--- src/rtl/bus_router.sv ---
// ============================================================================
//  Module   : bus_router
//  Purpose  : Routes one master request port to N_SLAVES base/mask-decoded
//             slaves, tracking one outstanding transaction. Optional slave
//             timeout enabled by defining BUS_ROUTER_TIMEOUT_EN.
//  Revision : 1.0 - initial release
// ============================================================================
`default_nettype none

module bus_router #(
  parameter int                      N_SLAVES       = 4,
  parameter int                      SEL_WIDTH      = $clog2(N_SLAVES),
  parameter logic [32*N_SLAVES-1:0]  BASE_ADDRS     = {32'h80002000, 32'h80001000,
                                                       32'h80000800, 32'h00000000},
  parameter logic [32*N_SLAVES-1:0]  ADDR_MASKS     = {32'hFFFFF000, 32'hFFFFFFF0,
                                                       32'hFFFFFFFC, 32'hFFFFFF00},
  parameter int                      TIMEOUT_CYCLES = 255
) (
  input  logic                     clk_i,
  input  logic                     rst_i,
  input  logic                     req_i,
  input  logic                     we_i,
  input  logic [31:0]              addr_i,
  input  logic [31:0]              wdata_i,
  input  logic [3:0]               be_i,
  output logic                     stall_o,
  output logic                     rsp_valid_o,
  output logic [31:0]              rdata_o,
  output logic                     err_o,
  output logic [N_SLAVES-1:0]      req_o,
  output logic                     we_o,
  output logic [31:0]              addr_o,
  output logic [31:0]              wdata_o,
  output logic [3:0]               be_o,
  input  logic [N_SLAVES-1:0]      rsp_valid_i,
  input  logic [32*N_SLAVES-1:0]   rdata_i
);

  typedef enum logic [1:0] {
    S_IDLE = 2'd0,
    S_BUSY = 2'd1,
    S_ERR  = 2'd2
  } state_t;

  state_t                r_state;
  logic [SEL_WIDTH-1:0]  r_sel;
  logic                  r_we;

  logic                  w_hit;
  logic [SEL_WIDTH-1:0]  w_hit_idx;
  logic                  w_sel_rsp;
  logic                  w_timeout;
  logic                  w_accept;
  logic [31:0]           w_rdata [N_SLAVES];

  for (genvar g = 0; g < N_SLAVES; g++) begin : g_rdata
    assign w_rdata[g] = rdata_i[32*g +: 32];
  end

  // Descending scan so that the lowest matching index is the last one written.
  always_comb begin
    w_hit     = 1'b0;
    w_hit_idx = '0;
    for (int i = N_SLAVES - 1; i >= 0; i--) begin
      if ((addr_i & ADDR_MASKS[32*i +: 32]) == BASE_ADDRS[32*i +: 32]) begin
        w_hit     = 1'b1;
        w_hit_idx = SEL_WIDTH'(i);
      end
    end
  end

  assign w_sel_rsp = (r_state == S_BUSY) && rsp_valid_i[r_sel];

`ifdef BUS_ROUTER_TIMEOUT_EN
  localparam int CNT_W = $clog2(TIMEOUT_CYCLES + 1);
  logic [CNT_W-1:0] r_cnt;

  assign w_timeout = (r_state == S_BUSY) && !rsp_valid_i[r_sel] &&
                     (r_cnt == CNT_W'(TIMEOUT_CYCLES - 1));

  always_ff @(posedge clk_i) begin
    if (rst_i) begin
      r_cnt <= '0;
    end else if (w_accept) begin
      r_cnt <= '0;
    end else if ((r_state == S_BUSY) && (r_cnt != CNT_W'(TIMEOUT_CYCLES))) begin
      r_cnt <= r_cnt + 1'b1;
    end
  end
`else
  logic w_unused_timeout;
  assign w_unused_timeout = ^TIMEOUT_CYCLES;
  assign w_timeout        = 1'b0;
`endif

  assign w_accept = req_i && !rst_i &&
                    ((r_state == S_IDLE) || (r_state == S_ERR) || w_sel_rsp || w_timeout);

  assign we_o    = we_i;
  assign addr_o  = addr_i;
  assign wdata_o = wdata_i;
  assign be_o    = be_i;

  // Outputs are forced low while reset is asserted, including a late response.
  assign stall_o     = req_i && !rst_i && !w_accept;
  assign req_o       = (w_accept && w_hit) ? (N_SLAVES'(1) << w_hit_idx) : '0;
  assign rsp_valid_o = !rst_i && (w_sel_rsp || (r_state == S_ERR) || w_timeout);
  assign err_o       = !rst_i && ((r_state == S_ERR) || w_timeout);
  assign rdata_o     = (!rst_i && w_sel_rsp && !r_we) ? w_rdata[r_sel] : 32'h0;

  always_ff @(posedge clk_i) begin
    if (rst_i) begin
      r_state <= S_IDLE;
      r_sel   <= '0;
      r_we    <= 1'b0;
    end else if (w_accept) begin
      r_we <= we_i;
      if (w_hit) begin
        r_sel   <= w_hit_idx;
        r_state <= S_BUSY;
      end else begin
        r_state <= S_ERR;
      end
    end else begin
      case (r_state)
        S_BUSY:  if (w_sel_rsp || w_timeout) r_state <= S_IDLE;
        S_ERR:   r_state <= S_IDLE;
        default: r_state <= S_IDLE;
      endcase
    end
  end

endmodule

`default_nettype wire

--- config.mk ---
export PLATFORM = sky130hd
export DESIGN_NAME = bus_router
export DESIGN_NICKNAME = d
export VERILOG_FILES = /design/src/rtl/bus_router.sv
export SDC_FILE = /design/constraint.sdc
export NUM_CORES = 1
export LEC_CHECK = 0
export BUFFER_PORTS_ARGS = -buffer_cell sky130_fd_sc_hd__buf_4
export CAP_MARGIN = 10
export CORE_AREA = 3 3 122 124
export CTS_BUF_LIST = sky130_fd_sc_hd__clkbuf_8 sky130_fd_sc_hd__clkbuf_16
export CTS_CLUSTER_SIZE = 10
export DETAILED_ROUTE_END_ITERATION = 16
export DIE_AREA = 0 0 125 127
export PLACE_DENSITY = 0.54
export SYNTH_ARGS = -nofsm -noshare
export SYNTH_HDL_FRONTEND = slang
export SYNTH_SLANG_ARGS = --single-unit
--- constraint.sdc ---
create_clock -name clk_i -period 1.9 [get_ports clk_i]
set_input_delay 0.095 -clock clk_i [delete_from_list [all_inputs] [get_ports clk_i]]
set_output_delay 0.095 -clock clk_i [all_outputs]
set_load 0.05 [all_outputs]
# --- Word-level counts from Yosys, hierarchy flattened ---
# Index checks and enable logic that the tools add are counted.
word_totals:
  word_cells: 50
  output_inout_bits: 108
  regBits: 5
  input_bits: 204
op_classes:
  bitwise: 1
  reduce_logical: 18
  n_lt_le_gt_ge: 2
  shifts: 1
  n_mux: 19
  n_eq_ne: 6
op_table:
  columns: ["cell", "n"]
  rows:
  - ["$mux W32", 3]
  - ["$bmux W32 S2", 1]
  - ["$logic_not A32 Y1", 1]
  - ["$eq A30 B30 Y1 const B", 1]
  - ["$eq A28 B28 Y1 const B", 1]
  - ["$eq A20 B20 Y1 const B", 1]
  - ["$mux W2", 8]
  - ["$logic_and A1 B1 Y1", 9]
  - ["$mux W1", 5]
  - ["$mux W4", 1]
  - ["$shl A1 B2 Y4 const A", 1]
  - ["$ge A3 B3 Y1 const B", 1]
  - ["$logic_not A1 Y1", 3]
  - ["$logic_or A1 B1 Y1", 3]
  - ["$lt A2 B3 Y1 const B", 1]
  - ["$ne A3 B3 Y1 const B", 1]
  - ["$not A2 Y3", 1]
  - ["$bmux W1 S2", 1]
  - ["$eq A2 B1 Y1 const B", 1]
  - ["$eq A2 B2 Y1 const B", 1]
  - ["$logic_not A2 Y1", 1]
  - ["$reduce_and A2 Y1", 1]

# --- Longest topological paths before layout ---
# Gate-level depths: netlist (run 1).
depth:
  ltp_word: 7
  ltp_mapped: 6
  ltp_nobuf: 5

# --- Worst setup path before layout (run 1) ---
# No wires, ideal clock.
synth_timing:
  path_type: "flip-flop to output port"
  from: "register r_sel[0]"
  to: "output port rdata_o[0]"
  arrival_ns: 2.068
  n_path_buf: 2
  slack_ns: -0.263
  t_required_ns: 1.805
  path_stages_with_launch: 7
  cell_sequence: "dfxtp_1 -> buf_6 -> mux4_2 -> nand3_1 -> or3_4 -> buf_6 -> nor2b_1"
synth_via:
  elab_chain_cells: 6
  word_cells_on_any_way: 10
  classes_between: "mux: 6; bitwise: 1; reduce/logical: 3"
synth_lines:
  columns: ["item", "line", "rtl"]
  rows:
  - ["start, declared", "46", "logic [SEL_WIDTH-1:0] r_sel;"]
  - ["start signal, assigned", "119", "r_sel <= w_hit_idx;"]
  - ["$bmux W1 S2", "72", "assign w_sel_rsp = (r_state == S_BUSY) && rsp_valid_i[r_sel];"]
  - ["$mux W1 (implied by the code)", "72", null]
  - ["$logic_and A1 B1 Y1", "72", null]
  - ["$logic_and A1 B1 Y1 (2 in a row)", "109", "assign rdata_o = (!rst_i && w_sel_rsp && !r_we) ? w_rdata[r_sel] : 32'h0;"]
  - ["$mux W32 *", "109", null]
  - ["end, declared", "28", "output logic [31:0] rdata_o,"]
# Mark *: on every way between the ends. The rest lies on a longest branch, timed or not. The select of a mux whose other input is x is not followed.

# --- Worst setup path after layout (run 1) ---
layout_timing:
  from: "register r_sel[0]"
  to: "output port rdata_o[29]"
# Same word-level chain as after synthesis.

==> results of run 1 <==
## layout make-up
class                           count  share of cell area [%]
Timing Repair Buffer              253                    52.9
Multi-Input combinational cell    116                    37.0
Tap cell                          180                    5.49
Sequential cell                     5                    2.50
Clock buffer                        3                    1.83
Inverter                            2                   0.183
Clock inverter                      1                  0.0915
## synth_stat cells, types with 4 or more instances
cell / instances
sky130_fd_sc_hd__nor2_1: 8
sky130_fd_sc_hd__nand2b_1: 6
sky130_fd_sc_hd__nand2_1: 4
sky130_fd_sc_hd__nor2b_4: 10
sky130_fd_sc_hd__buf_6: 4
sky130_fd_sc_hd__clkbuf_1: 4
sky130_fd_sc_hd__mux4_2: 33
sky130_fd_sc_hd__nor4_1: 7
sky130_fd_sc_hd__dfxtp_1: 5
sky130_fd_sc_hd__a21oi_1: 4
sky130_fd_sc_hd__buf_4: 69
sky130_fd_sc_hd__nor2b_1: 22
## report_power, final
part | leakage (nW) | internal (mW) | switching, mW
sequential | 0.0418 | 0.108 | 0.00147
combinational | 1.76 | 0.336 | 0.239
clock | 0.0423 | 0.272 | 0.0638
## timing repair
| action | CTS | global route |
|---|---|---|
| setup buffers | 3 | 2 |
| pin swaps | 1 | 0 |
| endpoints found under the setup margin | 36 | 39 |
| gates resized for setup | 47 | 6 |
| endpoints found under the hold margin | 0 | 0 |
| gates cloned | 3 | 1 |
## logic make-up (layout without fill, tap and decap cells)
kind of cell	count (synthesis)	after routing	share of synthesized area (%)
and+or+nand+nor	71	71	24.5
buffers and inverters	83	259	29.9
DFF	5	5	4.94
muxes	34	34	37.2
AOI/OAI and AO/OA	11	11	3.52
## worst paths after layout
check	startpoint	endpoint	slack, ns	cells past startpoint
hold reg to reg	r_we	r_we	0.48	2
setup / recovery	r_sel[0]	rdata_o[29]	-0.15	7
hold / removal	we_i	r_we	0.08	3
setup reg to reg	r_sel[0]	r_state[0]	0.07	7
## critical path: cells and delay by family (launching register included)
family	cells	cell delay (ns)
AND/OR/NAND/NOR	3	0.58
flip-flops	1	0.32
buffers and inverters	3	0.47
multiplexers	1	0.36
## through the flow
stage	instances	worst slack [ns]	util, %	power (mW)	hold WS [ns]
after detailed placement	547	0.0330	26.4	0.687	0.190
after CTS	557	-0.140	29.1	1.03	0.0868
after global placement	547	0.116	26.4	0.678	0.190
after global routing	560	-0.209	29.5	1.07	0.0942
final	560	-0.152	29.5	1.02	0.0822
after floorplan	204	-0.137	-	0.603	0.204
## registers in the layout, indices dropped and copies added (netlist names)
| name | cells |
|---|---|
| r_sel | 2 |
| r_we | 1 |
| r_state | 2 |
## metal layers
metal  share of wire [%]  GRT usage (%)  wire length, microns  vias to the layer above
met5                   0              0                     0                        -
li1                    -              -                     -                     1031
met1                  34           12.2                  3340                     1073
met2                  55           21.9                  5410                      164
met3                  10           3.30                   999                       14
met4                0.87           2.36                    86                        0
==> impl.org, run 1 <==
** Synth
- sky130_fd_sc_hd__mux4_2 takes more of the synthesized area than any other cell.
- Post-synth ARST share :: 0%
- After synthesis, flip-flops and latches occupy 4.94% of the total area.
- Synth Instances :: 204
- Count of flip-flops with a built-in enable after synthesis :: 0
- The share of synthesized area in the top cell type comes to 36.7%.
- Synthesized area :: 0.00203 sq mm
- In the synthesized netlist the dominant register cell turns out to be sky130_fd_sc_hd__dfxtp_1.
- Mean cell area of the mapped netlist :: 9.94 sq um
- After synthesis, the netlist uses 30 different library cells.
- Post-synthesis register bit count :: 5
- Cells taking the most area after synthesis :: sky130_fd_sc_hd__mux4_2, sky130_fd_sc_hd__buf_4, sky130_fd_sc_hd__nor2b_1
- Synth Net Count :: 408
- Synth warn :: 0

** Layout
- Diodes inserted :: 0
- Fin nets :: 585
- In the final layout, the share of cells above drive strength 1 is 87.9%.
- Once layout is done, the placed cells without fillers occupy 0.00410 sq mm.
- Highest-count cells in the layout ignoring fill and taps :: sky130_fd_sc_hd__buf_4, sky130_fd_sc_hd__mux4_2, sky130_fd_sc_hd__buf_6
- Summing all multi-input logic gate instances after layout gives 0.00152 sq mm.
- Most common cell after layout, fill and taps aside :: sky130_fd_sc_hd__buf_4
- Fill cells in the final layout number 1453.
- Area taken by flip-flops and latches :: 103 sq um
- From synthesis to final layout, the design area changed by 102%.

** Setup path
- STA classifies the critical path endpoint as a primary output.
- Crit path cell chain :: mux4_2 > nand3_2 > or3_4 > buf_12 > buf_16 > nor2b_4 > buf_8
- Among all stages on the critical path, the largest delay is contributed by sky130_fd_sc_hd__mux4_2.
- CP arrival :: 1.96 ns
- Data required time at the worst endpoint :: 1.80 ns
- Of all nets on the critical path, the largest fanout is 7.
- The critical path is of the register to primary output type.
- Stage delay of the slowest cell on the critical path :: 0.36 ns
- The worst setup path is launched from a register.

** Floorplan
- Die height :: 127 microns
- Measured along the x axis, the die boundary spans 125 microns.
- The initial utilization of the core area, before any placement, comes to 14.6%.
- The die covers 0.0159 sq mm.
- Area of the placeable core :: 0.0139 sq mm
- Cell Rows :: 43
- 312 I/O pins were placed.

** Power
- For this design the static power due to leakage is 1.84 nW.
- Worst-case vdd ir drop :: 0.000181 V
- Dividing total power by cell area gives a power density of 249 mW/mm^2.

** Detailed routing
- Detail-routed via count per cell :: 4.08
- Post-detailed-route DRC marker count :: 0
- The pre-antenna-repair detailed-routing pass consisted of 4 iterations.
- Remaining antenna violation count :: 0
- After detailed routing, the total wire length is 9830 microns.
- Number of DRC markers in iteration 0 :: 40
- Via count :: 2282
- Dividing the detail-routed wire length by the instance count gives 17.6 microns.

** Clock tree
- Clk_lat worst skew :: 0.22 ns
- CTS Sinks :: 5
- The clock passes through at most 2 buffers.
- CTS tree :: built
- The number of clock buffers added by TritonCTS is 3.
- Cell at the root of the clock tree :: sky130_fd_sc_hd__clkbuf_16
- CTS Hold Buffers Added :: 0
- Max H-tree Level :: 1
- Clock slew seen by the registers of the worst setup and hold paths :: 0.03 ns

** GRT
- Global-route total usage across every layer :: 11.3%
- Vias in the first global route :: 2504
- Wire length of the first global-routing pass :: 14500 microns
- Largest net degree at the start of global routing :: 34
- The initial antenna violation count came to 0.
- Total overflow reported by the global router :: 0

** Timing
- Clock period minus worst slack :: 2.05 ns
- Of the available clock period, the critical path in the final layout requires 108%.
- Clock Skews :: 0.000804 ns
- Based on the critical path, the design can be clocked at up to 487 MHz.
- Total Neg Setup Slack :: -4.24 ns
- Headroom to the max-slew limit came out at 67.6%.
- The final hold violation count is 0.
- In the post-route analysis, the smallest setup slack over all paths is -0.152 ns.
- For the pin with the worst max-slew slack, the measured transition is 0.482 ns.
- Count of final setup violators :: 36
- The max-slew violation total from the final report was 0.
- Setup repair after global routing missed its margin :: true

** Placement
- Port bufs :: 235
- Detailed Place HPWL :: 8370 microns
- Area after DPL :: 0.00367 sq mm
- At the end of routability-driven placement, the weighted congestion stood at 0.913.

** Worst hold path
- The tightest min-delay check is of the input port to register type.

** Run
- The tool flagged a number of max-cap violations equal to 0.

** Run status
- Violations in the final reports :: setup timing
- Outcome :: complete, but fails checks
No activity file was read; power rests on OpenSTA's default activity.
==> inputs of run 2 (changes only) <==
==> config.mk (replaced) <==
export PLATFORM = sky130hd
export DESIGN_NAME = bus_router
export DESIGN_NICKNAME = d
export VERILOG_FILES = /design/src/rtl/bus_router.sv
export SDC_FILE = /design/constraint.sdc
export NUM_CORES = 1
export LEC_CHECK = 0
export ABC_AREA = 1
export BUFFER_PORTS_ARGS = -buffer_cell sky130_fd_sc_hd__buf_4
export CAP_MARGIN = 10
export CORE_AREA = 3 3 119 121
export CTS_BUF_LIST = sky130_fd_sc_hd__clkbuf_8 sky130_fd_sc_hd__clkbuf_16
export CTS_CLUSTER_SIZE = 10
export DETAILED_ROUTE_END_ITERATION = 16
export DIE_AREA = 0 0 122 124
export PLACE_DENSITY = 0.58
export SYNTH_ARGS = -nofsm -noshare
export SYNTH_HDL_FRONTEND = slang
export SYNTH_SLANG_ARGS = --single-unit
==> run 2 against run 1 <==
  * The run now ends clean
  * Clock power about the same
  * Wire length up 7.7%
  * Worst hold slack worse by 0.011 ns
  * Worst setup slack better by 0.28 ns
  * Die area down 4.7%
  * Critical path depth up 1
  * Clock skew about the same
  * Synthesized area up 14%
  * Via count up 38%
  * Power down 0.46%
  * Largest power group unchanged
  * Highest routed layer is now met5
==> impl.org, run 2 <==
** Clock tree
- Clock-pin slew was measured on the worst setup and hold paths at 0.03 ns.
- In this run the number of H-tree levels came out at 1.
- The longest clock path from root to sink contains 2 buffers.
- Counting every sink on the clock net gives 5.
- Number of setup buffers added after CTS :: 0
- The root buffer cell chosen for the clock tree is sky130_fd_sc_hd__clkbuf_16.
- CTS tree :: built
- Number of buffers created by CTS :: 3
- The later pin in the worst-skew pair is clocked with a latency of 0.22 ns.
- CTS Hold Buffers Added :: 0
- Post-CTS repair changed the size of 0 cells.

** Synth
- The most used flip-flop cell after synthesis is sky130_fd_sc_hd__dfxtp_1.
- Yosys attributes the largest share of cell area to sky130_fd_sc_hd__nor2_1, sky130_fd_sc_hd__buf_4, sky130_fd_sc_hd__o21ai_0.
- In the synthesized netlist, the number of instances is 431.
- Dominant combinational cell family by area after synthesis :: simple AND/OR/NAND/NOR gates
- Mean cell area of the mapped netlist :: 5.36 sq um
- Most area-hungry cell type in the Yosys netlist :: sky130_fd_sc_hd__nor2_1
- Yosys printed 0 warnings.
- Post-synthesis simple-gate area fraction :: 36.9%
- Xor-xnor portion of the synthesized cell area :: 0%
- When the netlist entered floorplanning its net count stood at 635.
- Among all cell types in the netlist, the one instantiated most often is sky130_fd_sc_hd__nor2_1.
- Mux contribution to synthesized area :: 0%
- Synth top area share :: 26.8%
- Adder-cell share of the synthesized area :: 0%
- Post-synth ARST share :: 0%
- Ranked by instance count, the synthesized netlist is headed by sky130_fd_sc_hd__nor2_1, sky130_fd_sc_hd__buf_4, sky130_fd_sc_hd__o21ai_0, sky130_fd_sc_hd__a21oi_2, sky130_fd_sc_hd__nand2_1.
- Post-synthesis register bit count :: 5
- Count of flip-flops with a built-in enable after synthesis :: 0
- Seq/Total Area, Yosys :: 4.33%
- The synthesized netlist devotes 27.7% of its cell area to compound gates.
- Synthesized area :: 0.00231 sq mm
- Unique cell type count in the Yosys netlist :: 21

** Power
- Switching Fraction :: 33.5%
- Power share of the sequential group :: 10.8%
- For this design the ratio of total power to cell area is 263 mW/mm^2.
- The analysis attributes to cell leakage a power of 1.94 nW.
- Cell internal power was estimated by the tool at 0.676 mW.
- Psw :: 0.340 mW
- Across the VDD grid, the largest voltage drop is 0.000188 V.
- Final total power :: 1.02 mW
- The clock network is responsible for 33.3% of the overall power.
- Comb pwr share :: 55.9%

** Setup path
- Worst setup path start :: r_sel[0]
- CP arrival :: 1.67 ns
- Maximum net fanout on the critical path :: 20
- Start-to-end type of the worst setup path :: register to primary output
- The worst setup path is captured at a primary output.
- STA classifies the critical path startpoint as a register.
- Slack of the worst reg-to-reg path :: 0.46 ns
- Critical R2R Launch :: r_sel[0]
- Data required time at the worst endpoint :: 1.80 ns

** Floorplan
- The region available for standard cell placement spans 0.0132 sq mm.
- From bottom edge to top edge, the die measures 124 microns.
- Once the floorplan was initialized, standard cells occupied 17.5% of the core.
- Die span in x :: 122 microns
- Cell Rows :: 42
- Total Die Area :: 0.0151 sq mm
- Top Ports :: 312

** Layout
- Utilization after layout :: 29.3%
- Area of combinational cells with multiple inputs :: 0.00150 sq mm
- Area of all placed cells without fillers :: 0.00386 sq mm
- Fill cells :: 1489
- Fin nets :: 795
- Leaving out fill and tap cells, the most frequent cell in the layout is sky130_fd_sc_hd__buf_4.
- The largest registers in the layout are r_sel x2, r_state x2, r_we x1.
- In the layout the commonest cells are sky130_fd_sc_hd__buf_4, sky130_fd_sc_hd__nor2_1, sky130_fd_sc_hd__o21ai_0.
- The post-route netlist has 49.7% of its cells at a drive strength greater than 1.
- The area growth from synthesis to layout is 67.1%.
- 0 antenna diodes ended up in the layout.
- Area taken by flip-flops and latches :: 104 sq um

** Timing
- Setup repair after global routing missed its margin :: false
- Measured against its own limit, the worst slew margin works out to 72.5%.
- For this run, the top clock speed supported by timing is 566 MHz.
- Total Neg Setup Slack :: 0 ns
- Final number of max-transition violations :: 0
- Dividing the final minimum period by the clock period gives 93.1%.
- For the pin with the worst max-slew slack, the measured transition is 0.413 ns.
- Clock Skews :: 0.000353 ns
- Clock period minus worst slack :: 1.77 ns
- The final hold violation count came to 0.
- Count of final setup violators :: 0

** GRT
- Global-route total usage across every layer :: 12.3%
- Wire length of the first global-routing pass :: 14700 microns
- Vias in the first global route :: 2891
- Largest net degree at the start of global routing :: 39
- Number of antenna violations at the first check in global routing :: 1
- Total overflow reported by the global router :: 0

** Detailed routing
- Remaining antenna violation count :: 0
- The first routing iteration left 70 violations.
- In the routed layout, each cell is associated on average with a via count of 4.11.
- Via count :: 3150
- Post-detailed-route DRC marker count :: 0
- In the final routed layout, each cell accounts on average for 13.8 microns.
- The first TritonRoute pass finished after 4 iterations.
- DRT Wirelength :: 10600 microns

** Placement
- Summed over all nets, the half-perimeter wirelength after detailed placement is 8980 microns.
- During placement, the flow inserted port buffers numbering 235.
- Area after DPL :: 0.00378 sq mm
- Placer's final routability congestion estimate :: 0.768

** Worst hold path
- Hold Path Origin :: rst_i
- Class of the most critical hold timing path :: input port to register

** Run
- Number of max-cap violations :: 0

** Run status
- Outcome :: finished clean
==> run 2: cell count changes in the layout (fill, tap and decap cells not counted), sizes merged, moves of 4 or more <==
| cell | before | now |
|---|---|---|
| nor2 | 8 | 166 |
| mux4 | 33 | 0 |
| o21ai | 2 | 65 |
| buf | 252 | 248 |
| nand3 | 3 | 11 |
| nor2b | 32 | 0 |
| a21oi | 4 | 38 |
| inv | 3 | 21 |
| nor4 | 7 | 0 |
| nor3 | 4 | 0 |
| nand2b | 6 | 0 |
| nand2 | 4 | 30 |
==> run 2: stage by stage <==
stage	cells	setup WS, ns	hold WS (ns)
detailed placement	762	0.274	0.190
CTS	766	0.0401	0.0781
finish	766	0.132	0.0709
global route	766	0.00493	0.0878
global placement	762	0.266	0.190
floorplan	431	0.0869	0.164
==> run 2: cells by family after synthesis <==
family | after synthesis
DFF | 5
AOI/OAI and AO/OA | 103
buffers and inverters | 113
and+or+nand+nor | 210
==> run 2: worst max-delay path, cell delays in order, from the launching register on <==
cell                       delay [ns]
sky130_fd_sc_hd__dfxtp_2         0.36
sky130_fd_sc_hd__inv_2           0.09
sky130_fd_sc_hd__nand2_1         0.06
sky130_fd_sc_hd__nand3_2         0.08
sky130_fd_sc_hd__nand3_4         0.07
sky130_fd_sc_hd__nand3b_4        0.22
sky130_fd_sc_hd__buf_12          0.20
sky130_fd_sc_hd__a21oi_2         0.13
sky130_fd_sc_hd__buf_4           0.21
==> run 2: final cells by class <==
cell class | count | share of cell area (%)
Sequential cell | 5 | 2.69
Clock buffer | 3 | 1.94
Timing Repair Buffer | 248 | 48.9
Clock inverter | 1 | 0.0972
Multi-Input combinational cell | 313 | 38.8
Inverter | 20 | 1.94
Tap cell | 176 | 5.70
==> run 2: power groups by stage <==
stage / combinational [mW] / clock [mW] / sequential, mW
after floorplan: 0.489 / 0 / 0.111
after global placement: 0.570 / 0 / 0.111
after detailed placement: 0.572 / 0 / 0.111
after CTS: 0.573 / 0.343 / 0.109
after global routing: 0.611 / 0.352 / 0.110
final: 0.568 / 0.339 / 0.110
==> run 2: routing by layer <==
metal | up-vias | global-route usage (%) | wire, microns
met5 | - | 0 | 13
met2 | 168 | 21.5 | 4980
met4 | 2 | 3.43 | 204
li1 | 1620 | - | -
met1 | 1336 | 14.2 | 4060
met3 | 24 | 4.54 | 1320
==> run 2: final timing paths <==
kind / endpoint / cells past startpoint
setup / recovery: rdata_o[8] / 8
hold / removal: r_state[0] / 2
setup reg to reg: r_we / 10
hold reg to reg: r_we / 2
==> inputs of run 3 (changes only) <==
==> config.mk (replaced) <==
export PLATFORM = sky130hd
export DESIGN_NAME = bus_router
export DESIGN_NICKNAME = d
export VERILOG_FILES = /design/src/rtl/bus_router.sv
export SDC_FILE = /design/constraint.sdc
export NUM_CORES = 1
export LEC_CHECK = 0
export ABC_AREA = 1
export BUFFER_PORTS_ARGS = -buffer_cell sky130_fd_sc_hd__buf_4
export CAP_MARGIN = 10
export CELL_PAD_IN_SITES_DETAIL_PLACEMENT = 1
export CELL_PAD_IN_SITES_GLOBAL_PLACEMENT = 1
export CORE_AREA = 3 3 121 123
export CTS_BUF_LIST = sky130_fd_sc_hd__clkbuf_16
export CTS_CLUSTER_SIZE = 10
export DETAILED_ROUTE_END_ITERATION = 16
export DIE_AREA = 0 0 124 126
export PLACE_DENSITY = 0.87
export SYNTH_ARGS = -nofsm -noshare
export SYNTH_HDL_FRONTEND = slang
export SYNTH_SLANG_ARGS = --single-unit
==> run 3 against run 2 <==
  * Fmax is 2.2% lower
  * Critical path depth is 1 lower
  * Worst hold slack got worse by 0.010 ns
  * Final cell count grew 1.0%
==> impl.org, run 3 (synthesis results as in run 2) <==
** Setup path
- Kind of start point of the critical path :: register
- Start-to-end type of the worst setup path :: register to primary output
- For the worst setup path, the data arrival time is 1.71 ns.
- In this run the worst path has a maximum fanout of 7.
- At the worst endpoint, the required time is 1.80 ns.
- The worst setup path is captured at a primary output.

** Clock tree
- CTS tree :: built
- Max H-tree Level :: 1
- The cell sitting at the root of the clock tree is a sky130_fd_sc_hd__clkbuf_16.
- No sink is reached through more buffers than the 2 on the longest clock path.
- Clk_lat worst skew :: 0.23 ns
- The tree built by TritonCTS fans out to 5 sinks.
- Clock-pin slew was measured on the worst setup and hold paths at 0.03 ns.
- CTS Hold Buffers Added :: 0
- Number of buffers created by CTS :: 3

** Detailed routing
- The first detailed-routing pass took 4 iterations.
- Detail-routed via count per cell :: 4.23
- Routed len/inst :: 14.6 microns
- DRT Wirelength :: 11300 microns
- Remaining antenna violation count :: 0
- Number of DRC markers in iteration 0 :: 59
- After detailed routing, the number of remaining DRC violations is 0.
- The final route contains 3273 vias.

** Power
- Total power per unit cell area :: 260 mW/mm^2
- Across the VDD grid, the largest voltage drop is 0.000219 V.
- Leak pwr :: 1.97 nW
- Final total power :: 1.02 mW

** GRT
- The number of global-route vias before repair is 3407.
- Global routing consumed, on the met2 layer, 25.4% of the routing resources.
- For this run the aggregate overflow at the end of global routing stands at 0.
- Global routing used 13.5% of the available met1 tracks.
- The first global-routing pass estimated 16300 microns of wire.
- Busiest metal layer after global routing :: met2
- The initial antenna violation count came to 0.
- Across every metal layer, demand over resource in global routing totals 13.0%.
- Entering global routing, the biggest net connects 33 pins.
- Global routing consumed, on the met3 layer, 3.28% of the routing resources.

** Timing
- Total Neg Setup Slack :: 0 ns
- Clock Skews :: 0.00130 ns
- Setup repair after global routing left no endpoint under its margin.
- For the finished layout, the period the worst path requires is 1.81 ns.
- Final number of max-transition violations :: 0
- Worst-margin pin slew :: 0.400 ns
- In this run the tightest slew margin relative to its limit is 73.4%.
- Post-route fraction of the period consumed by the critical path :: 95.2%
- The final hold violation count was 0.
- Count of final setup violators :: 0
- For this run, the top clock speed supported by timing is 553 MHz.
- Hold timing on the final database bottoms out at a slack of 0.0605 ns.

** Floorplan
- During I/O placement, the number of pins put on the boundary was 312.
- Area of the placeable core :: 0.0138 sq mm
- For this configuration, the core starts out at a cell density of 16.8%.
- The floorplan has 43 rows.
- Total Die Area :: 0.0156 sq mm
- Die height :: 126 microns
- Die span in x :: 124 microns

** Placement
- Placer's final routability congestion estimate :: 0.794
- Port bufs :: 235
- # placed instances :: 765
- Detailed Place HPWL :: 9420 microns
- Once placement finished, the instance area stood at 0.00377 sq mm.

** Layout
- Diodes inserted :: 0
- Fill cells in the final layout number 1809.
- Post-route insts no fill :: 774
- Once layout is done, the placed cells without fillers occupy 0.00393 sq mm.
- Leaving out fill and tap cells, the most frequent cells in the layout are sky130_fd_sc_hd__buf_4, sky130_fd_sc_hd__nor2_1, sky130_fd_sc_hd__o21ai_0.
- Area growth syn-to-layout :: 70.2%
- Biggest registers after layout :: r_sel x2, r_state x2, r_we x1
- The net count of the finished layout is 799.
- Most common cell after layout, fill and taps aside :: sky130_fd_sc_hd__buf_4
- Share of post-route cells with drive strength above 1 :: 50.2%

** Run
- Max-cap violations in this run came to 0.

** Run status
- The flow ran to the end, and the final reports show no timing, DRC or antenna violations.

** Worst hold path
- In this run the worst hold path is classified as input port to register.
[run 3: layer usage]
layer / wire length (microns) / up-vias
li1: - / 1629
met1: 4240 / 1458
met2: 5710 / 164
met3: 1190 / 22
met4: 178 / 0
met5: 0 / -
[run 3: worst paths after layout]
path,from,to,slack (ns),depth (start not counted)
hold / removal,rst_i,r_sel[1],0.06,2
setup / recovery,r_state[0],rdata_o[15],0.09,7
setup reg to reg,r_state[0],r_sel[1],0.60,7
hold reg to reg,r_we,r_we,0.51,2
[run 3: report_power, final]
part / switching, mW / internal (mW)
sequential: 0.00141 / 0.107
combinational: 0.275 / 0.294
clock: 0.0734 / 0.273
[run 3: layout make-up]
cell class                      count  area, sq um  share of cell area (%)
Clock buffer                        3         75.1                    1.91
Clock inverter                      1         3.75                  0.0954
Inverter                           20         80.1                    2.04
Multi-Input combinational cell    313         1500                    38.2
Sequential cell                     5          106                    2.70
Tap cell                          180          225                    5.73
Timing Repair Buffer              252         1940                    49.4
[run 3: worst max-delay path, stage by stage (launching register included)]
cell and delay, ns:
sky130_fd_sc_hd__dfxtp_2 0.35, sky130_fd_sc_hd__inv_1 0.09, sky130_fd_sc_hd__nor2_4 0.14, sky130_fd_sc_hd__nand3_4 0.12
sky130_fd_sc_hd__nand3b_4 0.25, sky130_fd_sc_hd__clkbuf_16 0.22, sky130_fd_sc_hd__a21oi_2 0.11, sky130_fd_sc_hd__buf_4 0.21
[run 3: what timing repair did]
| action | CTS | global route |
|---|---|---|
| buffers inserted | 1 | 3 |
| pin swaps | 0 | 1 |
| gates resized for setup | 1 | 7 |
| gates cloned | 0 | 1 |
| endpoints found under the setup margin | 29 | 33 |
[run 3: metrics by stage]
stage	setup WS, ns	util (%)
after global routing	0.00228	28.6
after global placement	0.255	27.4
final	0.0919	28.6
after CTS	0.00427	28.1
after detailed placement	0.169	27.4
after floorplan	0.0869	-
